`src/rtl/data_mem_router.sv`:
```
// CPU load/store router to NUM_REGIONS region RAMs: lane enables, realigned and extended read data.
// Optional build macro MMIO_LED_EN turns the top region into an LED/button MMIO block.
module data_mem_router #(
  parameter int ADDR_W      = 32,
  parameter int DATA_W      = 32,
  parameter int SEL_LSB     = 16,
  parameter int NUM_REGIONS = 8,
  parameter int RAM_LAT     = 1,
  parameter int LED_W       = 8,
  parameter int BTN_W       = 4
) (
  input  logic                          CLK,
  input  logic                          RST,
  input  logic                          req_i,
  input  logic                          wren_i,
  input  logic [ADDR_W-1:0]             address_i,
  input  logic [DATA_W-1:0]             data_i,
  input  logic [1:0]                    byte_mode_i,
  input  logic                          signed_i,
  output logic [DATA_W-1:0]             data_o,
  output logic                          rvalid_o,
  output logic                          err_o,
  output logic [SEL_LSB-3:0]            reg_addr_o,
  output logic [DATA_W-1:0]             reg_wdata_o,
  output logic [DATA_W/8-1:0]           reg_be_o,
  output logic [NUM_REGIONS-1:0]        reg_we_o,
  input  logic [NUM_REGIONS*DATA_W-1:0] reg_rdata_i,
  output logic [LED_W-1:0]              leds_o,
  input  logic [BTN_W-1:0]              btn_i
);

  localparam int SEL_W = $clog2(NUM_REGIONS);
  localparam int LANES = DATA_W / 8;
  localparam logic [1:0] M_BYTE = 2'b00;
  localparam logic [1:0] M_HALF = 2'b01;
  localparam logic [1:0] M_WORD = 2'b10;

  typedef struct packed {
    logic             vld;
    logic [SEL_W-1:0] sel;
    logic [1:0]       off;
    logic [1:0]       mode;
    logic             sgn;
    logic             err;
`ifdef MMIO_LED_EN
    logic [1:0]       mmio;
`endif
  } pipe_t;

  logic [SEL_W-1:0] sel;
  logic [1:0]       off;
  logic             mis;
  logic [DATA_W-1:0] wdata;
  logic [LANES-1:0]  be;
  logic [NUM_REGIONS-1:0] we;
  logic              err_d, err_q;
  pipe_t             pipe_d;
  pipe_t             pipe_q [RAM_LAT];
  pipe_t             ex;
  logic [DATA_W-1:0] raw, sh, ext;
  logic              unused_addr;

  assign sel = address_i[SEL_LSB +: SEL_W];
  assign off = address_i[1:0];
  assign unused_addr = ^address_i[ADDR_W-1:SEL_LSB+SEL_W];

  always_comb begin
    mis = (byte_mode_i == 2'b11) |
          ((byte_mode_i == M_HALF) & off[0]) |
          ((byte_mode_i == M_WORD) & (off != 2'b00));
  end

  always_comb begin
    wdata = data_i;
    be    = '0;
    case (byte_mode_i)
      M_BYTE: begin
        wdata = {LANES{data_i[7:0]}};
        be    = LANES'(1) << off;
      end
      M_HALF: begin
        wdata = {(LANES/2){data_i[15:0]}};
        be    = LANES'(3) << off;
      end
      M_WORD:  be = '1;
      default: be = '0;
    endcase
  end

  always_comb begin
    we = '0;
    if (req_i & wren_i & ~mis & ~RST) we[sel] = 1'b1;
`ifdef MMIO_LED_EN
    we[NUM_REGIONS-1] = 1'b0;
`endif
  end

  assign reg_we_o    = we;
  assign reg_be_o    = RST ? '0 : be;
  assign reg_wdata_o = RST ? '0 : wdata;
  assign reg_addr_o  = RST ? '0 : address_i[SEL_LSB-1:2];

  assign err_d = req_i & mis;

  always_comb begin
    pipe_d      = '0;
    pipe_d.vld  = req_i & ~wren_i;
    pipe_d.sel  = sel;
    pipe_d.off  = off;
    pipe_d.mode = byte_mode_i;
    pipe_d.sgn  = signed_i;
    pipe_d.err  = mis;
`ifdef MMIO_LED_EN
    if (address_i[SEL_LSB-1:2] == '0)      pipe_d.mmio = 2'd0;
    else if (address_i[SEL_LSB-1:2] == 1)  pipe_d.mmio = 2'd1;
    else                                   pipe_d.mmio = 2'd2;
`endif
  end

  // Stores never enter the pipe, so loads around them keep their slots.
  always_ff @(posedge CLK) begin
    if (RST) begin
      for (int i = 0; i < RAM_LAT; i++) pipe_q[i] <= '0;
      err_q <= 1'b0;
    end else begin
      pipe_q[0] <= pipe_d;
      for (int i = 1; i < RAM_LAT; i++) pipe_q[i] <= pipe_q[i-1];
      err_q <= err_d;
    end
  end

  assign ex = pipe_q[RAM_LAT-1];

`ifdef MMIO_LED_EN
  logic [LED_W-1:0]  leds_d, leds_q;
  logic [BTN_W-1:0]  btn_meta_q, btn_sync_q;
  logic [DATA_W-1:0] mmio_rdata;
  logic              led_wr;

  assign led_wr = req_i & wren_i & ~mis & (sel == SEL_W'(NUM_REGIONS-1)) &
                  (address_i[SEL_LSB-1:2] == '0) & be[0];
  assign leds_d = led_wr ? wdata[LED_W-1:0] : leds_q;

  always_ff @(posedge CLK) begin
    if (RST) begin
      leds_q     <= '0;
      btn_meta_q <= '0;
      btn_sync_q <= '0;
    end else begin
      leds_q     <= leds_d;
      btn_meta_q <= btn_i;
      btn_sync_q <= btn_meta_q;
    end
  end

  always_comb begin
    case (ex.mmio)
      2'd0:    mmio_rdata = DATA_W'(leds_q);
      2'd1:    mmio_rdata = DATA_W'(btn_sync_q);
      default: mmio_rdata = '0;
    endcase
  end

  assign leds_o = leds_q;
`else
  logic unused_btn;
  assign unused_btn = ^btn_i;
  assign leds_o     = '0;
`endif

  always_comb begin
    raw = reg_rdata_i[ex.sel*DATA_W +: DATA_W];
`ifdef MMIO_LED_EN
    if (ex.sel == SEL_W'(NUM_REGIONS-1)) raw = mmio_rdata;
`endif
    sh = raw >> {ex.off, 3'b000};
    case (ex.mode)
      M_BYTE:  ext = {{(DATA_W-8){ex.sgn & sh[7]}}, sh[7:0]};
      M_HALF:  ext = {{(DATA_W-16){ex.sgn & sh[15]}}, sh[15:0]};
      M_WORD:  ext = sh;
      default: ext = '0;
    endcase
    if (ex.err) ext = '0;
  end

  // Gating by RST keeps an in-flight load from surfacing in the first reset cycle.
  assign rvalid_o = ex.vld & ~RST;
  assign data_o   = rvalid_o ? ext : '0;
  assign err_o    = err_q & ~RST;

endmodule
```
`config.mk`:
```
export PLATFORM = sky130hd
export DESIGN_NAME = data_mem_router
export DESIGN_NICKNAME = d
export VERILOG_FILES = /design/src/rtl/data_mem_router.sv
export SDC_FILE = /design/constraint.sdc
export NUM_CORES = 1
export LEC_CHECK = 0
export ABC_AREA = 1
export CORE_AREA = 2 2 166 168
export DETAILED_ROUTE_END_ITERATION = 7
export DIE_AREA = 0 0 168 170
export RECOVER_POWER = 50
export SLEW_MARGIN = 20
export SYNTH_ARGS = -nofsm -noshare
export SYNTH_HDL_FRONTEND = slang
export SYNTH_SLANG_ARGS = --single-unit
```
`constraint.sdc`:
```
create_clock -name CLK -period 1.8 [get_ports CLK]
set_input_delay 0.18 -clock CLK [delete_from_list [all_inputs] [get_ports CLK]]
set_output_delay 0.18 -clock CLK [all_outputs]
set_load 0.1 [all_outputs]
```
==> results of run 1 <==
state kept, by name (all words and copies together), names as in the netlist:
register / cells
err_q: 1
pipe_q: 10
worst max-delay path, cell delays in order, from the launching register on:
cell and delay, ns:
dfxtp_4 0.44, buf_12 0.18, buf_6 0.11, nor2_1 0.03
nor2_1 0.15, o21ai_1 0.09, nand2_1 0.07, nand2_1 0.06
nand2_2 0.13, buf_6 0.11, nand3_2 0.06, nand2_2 0.10
nand2_4 0.08, a21oi_4 0.15, buf_12 0.19
synthesized netlist by cell type, drive strengths merged:
| cell | number | area share, % |
|---|---|---|
| a21oi | 20 | 2.3 |
| a31oi | 2 | 0.29 |
| buf | 51 | 7.2 |
| clkbuf | 27 | 2.3 |
| clkinv | 3 | 0.26 |
| conb | 1 | 0.086 |
| dfxtp | 11 | 5.0 |
| inv | 98 | 8.4 |
| nand2 | 234 | 20 |
| nand3 | 82 | 9.6 |
| nor2 | 265 | 23 |
| nor3 | 7 | 0.80 |
| o211a | 2 | 0.46 |
| o211ai | 4 | 0.69 |
| o21ai | 130 | 15 |
| o221ai | 12 | 2.4 |
| o22a | 8 | 1.6 |
| o22ai | 6 | 0.86 |
report_power, final:
| group | total [W] | switching [W] | leakage, nW | internal (W) |
|---|---|---|---|---|
| clock | 0.000409 | 0.000112 | 0.0382 | 0.000298 |
| combinational | 0.00344 | 0.00189 | 4.96 | 0.00155 |
| sequential | 0.000272 | 0.0000153 | 0.0926 | 0.000257 |
| total | 0.00412 | 0.00202 | 5.09 | 0.00210 |
logic make-up (layout without fill, tap and decap cells):
logic type | count (synthesis) | count (layout) | share of synthesized area (%)
other | 1 | 8 | 0.0858
flip-flops | 11 | 11 | 5.04
buffers and inverters | 179 | 620 | 18.1
AO/OA/AOI/OAI | 184 | 184 | 23.5
AND/OR/NAND/NOR | 588 | 588 | 53.3
layout by cell type (no fill, tap or decap), types with 9 or more instances in the layout:
cell / count
buf_4: 74
nor2_4: 40
nand2_2: 57
dfxtp_1: 9
nor2_1: 211
nand3_1: 50
a21oi_4: 9
nor2_2: 14
buf_12: 100
inv_1: 75
nand3_2: 29
o21ai_1: 53
clkinvlp_4: 17
o21ai_0: 69
clkdlybuf4s50_1: 306
o221ai_1: 12
nand2_1: 170
how the worst max path moves through the flow:
stage | endpoint | cells past startpoint
floorplan | data_o[5] | 9
global placement | data_o[13] | 13
detailed placement | data_o[13] | 13
CTS | data_o[11] | 13
global route | data_o[11] | 13
finish | data_o[10] | 14
layout make-up:
class | count | area [sq um] | share of cell area [%]
Tap cell | 341 | 427 | 3.63
Sequential cell | 11 | 228 | 1.94
Inverter | 101 | 490 | 4.18
Timing Repair Buffer | 515 | 6130 | 52.2
Clock buffer | 4 | 78.8 | 0.671
Multi-Input combinational cell | 780 | 4390 | 37.4
per-stage QoR:
| step | util [%] | power [W] |
|---|---|---|
| after floorplan | - | 0.00198 |
| after global placement | 41.6 | 0.00353 |
| after detailed placement | 41.6 | 0.00354 |
| after CTS | 44.1 | 0.00416 |
| after global routing | 44.1 | 0.00438 |
| final | 44.1 | 0.00412 |
what timing repair did:
item / in CTS / in global routing
resized for setup: 106 / 42
endpoints found under the setup margin: 68 / 39
gates cloned: 8 / 2
setup buffers: 13 / 0
pin swaps: 26 / 15
layer usage:
layer	wire, microns	track usage, %	part of all wire, %
met1	11500	22.6	38
met2	16000	39.7	53
met3	2500	5.00	8.2
met4	370	3.29	1.2
met5	0	0	0
==> out/results.tsv, run 1 <==
metric	value	unit
Area Overhead vs Synth	169	%
number of cells on the worst hold path	4	
Die W	168	microns
first-pass GRT wire length	45500	microns
Fill cells	2768	
Via density	4.52	
post-route setup slack	-0.582	ns
#FFs+latches synth	11	
setup TNS	-29.20	ns
clk root buf	clkbuf_16	
DR DRC count	0	
DRT Wirelength	30300	microns
buffer depth of the longest clock path	2	
Initial Util	16.4	%
DRT antenna net count	0	
fin cells	1752	
Yosys warning total	0	
worst path required time	1.62	ns
crit start category	register	
vias in the first global route	8182	
DR pass1 iterations	5	
Seq/Total Area, Yosys	5.04	%
RSZ-0062 raised after global routing	true	
largest net degree at the start of global routing	29	
dpl cell area	0.0111	sq mm
Max-slew headroom	7.62	%
min Tclk post-route	2.38	ns
Vias	7926	
fmax	0.420	GHz
Pwr Density	351	mW/mm^2
# diodes	0	
syn avg cell area	4.54	sq um
Max Cap Viol	0	
Final Max Slew Viols	0	
fraction of layout cells with a size suffix above 1	29.9	%
Static Leak	5.09	nW
initial antenna violation count	0	
hold_ws	0.284	ns
Hold Vio Cnt, Final	0	
critical path class	reg -> out	
slew of the pin with the lowest slew margin	1.39	ns
hold buffer count at cts	0	
total track usage	20.4	%
grt total ovfl	0	
crit-path max FO	9	
RePlAce Congestion	0.840	
CTS tree	built	
# H-tree levels	1	
outcome	finished with violations	
Die ar.	0.0286	sq mm
Hold Crit Start	address_i[1]	
Hold EP	pipe_q[0][5]	
row cnt	60	
Synth Cell Area	0.00437	sq mm
Post-Place Setup Slack	-0.594	ns
# clock sinks	11	
chip height	170	microns
Hold Crit Class	in -> reg	
Routed WL per cell	17.3	microns
failing checks	setup timing	
Worst setup startpoint	pipe_q[0][6]	
DR iter-0 viols	373	
I/O Buffers	405	
Max IR drop VDD	0.293	mV
synth unique cells	24	
Synth Instances	963	
core area	0.0267	sq mm
Nets	1743	
Arr. time, crit path	2.20	ns
Num CTS Buffers	3	
Post-Place Cells	1726	
critical path capture point type	primary output	
Clock transition at path regs	0.04	ns
Final Cycle Share	132	%
post-DP HPWL	24500	microns
Design Area, Final	0.0117	sq mm
Final setup viols	65	
Ports	431	
(Power assumes the default switching activity.)
==> run 2: changes to the inputs <==
--- a/config.mk
+++ b/config.mk
@@ -7,6 +7,7 @@
 export LEC_CHECK = 0
 export ABC_AREA = 1
 export CORE_AREA = 2 2 166 168
+export CTS_CLUSTER_SIZE = 28
 export DETAILED_ROUTE_END_ITERATION = 7
 export DIE_AREA = 0 0 168 170
 export RECOVER_POWER = 50
==> constraint.sdc (replaced) <==
create_clock -name CLK -period 1.8 [get_ports CLK]
set_input_delay 0.18 -clock CLK [delete_from_list [all_inputs] [get_ports CLK]]
set_output_delay 0.18 -clock CLK [all_outputs]
set_load 0.02 [all_outputs]
==> run 2 against run 1 <==
Compared with the run above:
- wire length up 2.7%
- final cell count up 2.6%
- sequential share of layout area up 0.10 points
- critical endpoint is now data_o[14]
- final area down 5.0%
- the flow still finishes with violations (setup timing)
- critical path depth up 1
- sequential power down 1%
- combinational power down 19%
- clock power up 3%
- non-clock buffer count up 45
==> out/results.tsv, run 2 (synthesis results as in run 1) <==
metric	value	unit	change
most frequent cells in the layout	clkdlybuf4s50_1, nor2_1, nand2_1		unchanged
CTS tree	built		unchanged
critical path capture point type	primary output		unchanged
Final Cycle Share	134	%	was 132%
Pwr Density	313	mW/mm^2	was 351 mW/mm^2
largest net degree at the start of global routing	36		was 29
Largest regs	pipe_q x10, err_q x1		unchanged
fraction of layout cells with a size suffix above 1	27.2	%	was 29.9%
Vias	8162		was 7926
Final Max Slew Viols	0		unchanged
Initial Util	16.4	%	unchanged
crit start category	register		unchanged
grt peak-use layer	met2		unchanged
first-pass GRT wire length	43900	microns	was 45500 microns
slew of the pin with the lowest slew margin	1.04	ns	was 1.39 ns
critical path class	reg -> out		unchanged
post-route setup slack	-0.606	ns	was -0.582 ns
DRT antenna net count	0		unchanged
Hold Vio Cnt, Final	0		unchanged
Die ar.	0.0286	sq mm	unchanged
global routing usage on met1	20.9	%	was 22.6%
RSZ-0062 raised after global routing	true		unchanged
most common cell after layout, fill and taps aside	clkdlybuf4s50_1		unchanged
Hold Crit Class	in -> reg		unchanged
row cnt	60		unchanged
Die W	168	microns	unchanged
RePlAce Congestion	0.923		was 0.840
fmax	0.416	GHz	was 0.420 GHz
Via density	4.54		was 4.52
Routed WL per cell	17.3	microns	about the same
total track usage	19.8	%	was 20.4%
post-DP HPWL	24100	microns	was 24500 microns
DR DRC count	0		unchanged
DRT Wirelength	31100	microns	was 30300 microns
Area Overhead vs Synth	155	%	was 169%
Arr. time, crit path	2.23	ns	was 2.20 ns
met3 usage	3.81	%	was 5.00%
grt total ovfl	0		unchanged
I/O Buffers	405		unchanged
# clock sinks	11		unchanged
Final setup viols	63		was 65
Ports	431		unchanged
Num CTS Buffers	3		unchanged
Max Cap Viol	0		unchanged
Nets	1789		was 1743
buffer depth of the longest clock path	2		unchanged
clk root buf	clkbuf_16		unchanged
crit-path max FO	8		was 9
grt met2 use	39.7	%	about the same
DR pass1 iterations	5		unchanged
outcome	finished with violations		unchanged
max FFs per register	10		unchanged
worst path required time	1.62	ns	about the same
# diodes	0		unchanged
Max IR drop VDD	0.255	mV	was 0.293 mV
Max-slew headroom	30.6	%	was 7.62%
dpl cell area	0.00954	sq mm	was 0.0111 sq mm
vias in the first global route	8010		was 8182
Design Area, Final	0.0112	sq mm	was 0.0117 sq mm
Top reg by flops	pipe_q		unchanged
Static Leak	5.34	nW	was 5.09 nW
chip height	170	microns	unchanged
DR iter-0 viols	353		was 373
Clock transition at path regs	0.04	ns	about the same
failing checks	setup timing		unchanged
min Tclk post-route	2.41	ns	was 2.38 ns
core area	0.0267	sq mm	unchanged
number of cells on the worst hold path	4		unchanged
# H-tree levels	1		unchanged
Post-Place Setup Slack	-0.873	ns	was -0.594 ns
initial antenna violation count	1		was 0
## run 2: cell types whose count changed in the layout (fill, tap and decap cells not counted), moves of 11 or more
cell	change
nand3_1	-11
inv_2	+12
o21ai_2	+23
nor2_4	-38
nor2_1	+40
buf_4	+27
clkinvlp_4	-17
o21ai_0	-24
buf_12	-74
dlygate4sd2_1	+44
buf_6	+39
## run 2: metal layers
layer	up-vias	share of wire, %
li1	4036	-
met1	3730	38
met2	359	53
met3	35	7.0
met4	2	2.0
met5	-	0.035
## run 2: path summary, 6_finish.rpt
kind | end | from
setup / recovery | data_o[14] | pipe_q[0][6]
hold / removal | pipe_q[0][5] | address_i[1]
## run 2: what timing repair did
item                                    CTS  global route
hold buffers                              0             0
gates cloned                             10             4
pin swaps                                62            66
endpoints found under the setup margin   90            60
hold endpoints to repair                  0             0
buffers inserted                         22            12
resized for setup                       405           126
## run 2: layout make-up
class,instances,area [sq um]
Sequential cell,11,228
Fill cell,2818,15500
Clock buffer,4,78.8
Inverter,101,389
Timing Repair Buffer,560,5830
Multi-Input combinational cell,781,4210
Tap cell,341,427
## run 2: power by group
part	total [W]	switching (W)	internal, W
registers	0.000268	0.0000116	0.000257
logic	0.00280	0.00131	0.00149
clock network	0.000423	0.000124	0.000299
total	0.00349	0.00145	0.00204
## run 2: worst max-delay path, cell delays in order (launching register included)
cell      delay (ns)
dfxtp_4         0.38
clkinv_4        0.08
buf_12          0.15
buf_16          0.14
buf_12          0.12
buf_16          0.13
o21ai_2         0.14
o21ai_1         0.09
nand2_1         0.08
nand2_2         0.09
buf_6           0.13
nand2_2         0.05
nand3_2         0.10
nand2_2         0.10
a21oi_2         0.06
buf_4           0.16
## run 2: through the flow
step	instances	setup TNS (ns)	utilization, %	hold WS, ns	power (W)
after CTS	1786	-16.34	40.1	0.436	0.00336
after global placement	1750	-41.24	35.8	0.720	0.00261
after global routing	1798	-31.70	41.9	0.433	0.00372
final	1798	-23.97	41.9	0.383	0.00349
after floorplan	970	-0.741	-	0.252	0.00119
after detailed placement	1750	-42.22	35.8	0.709	0.00261
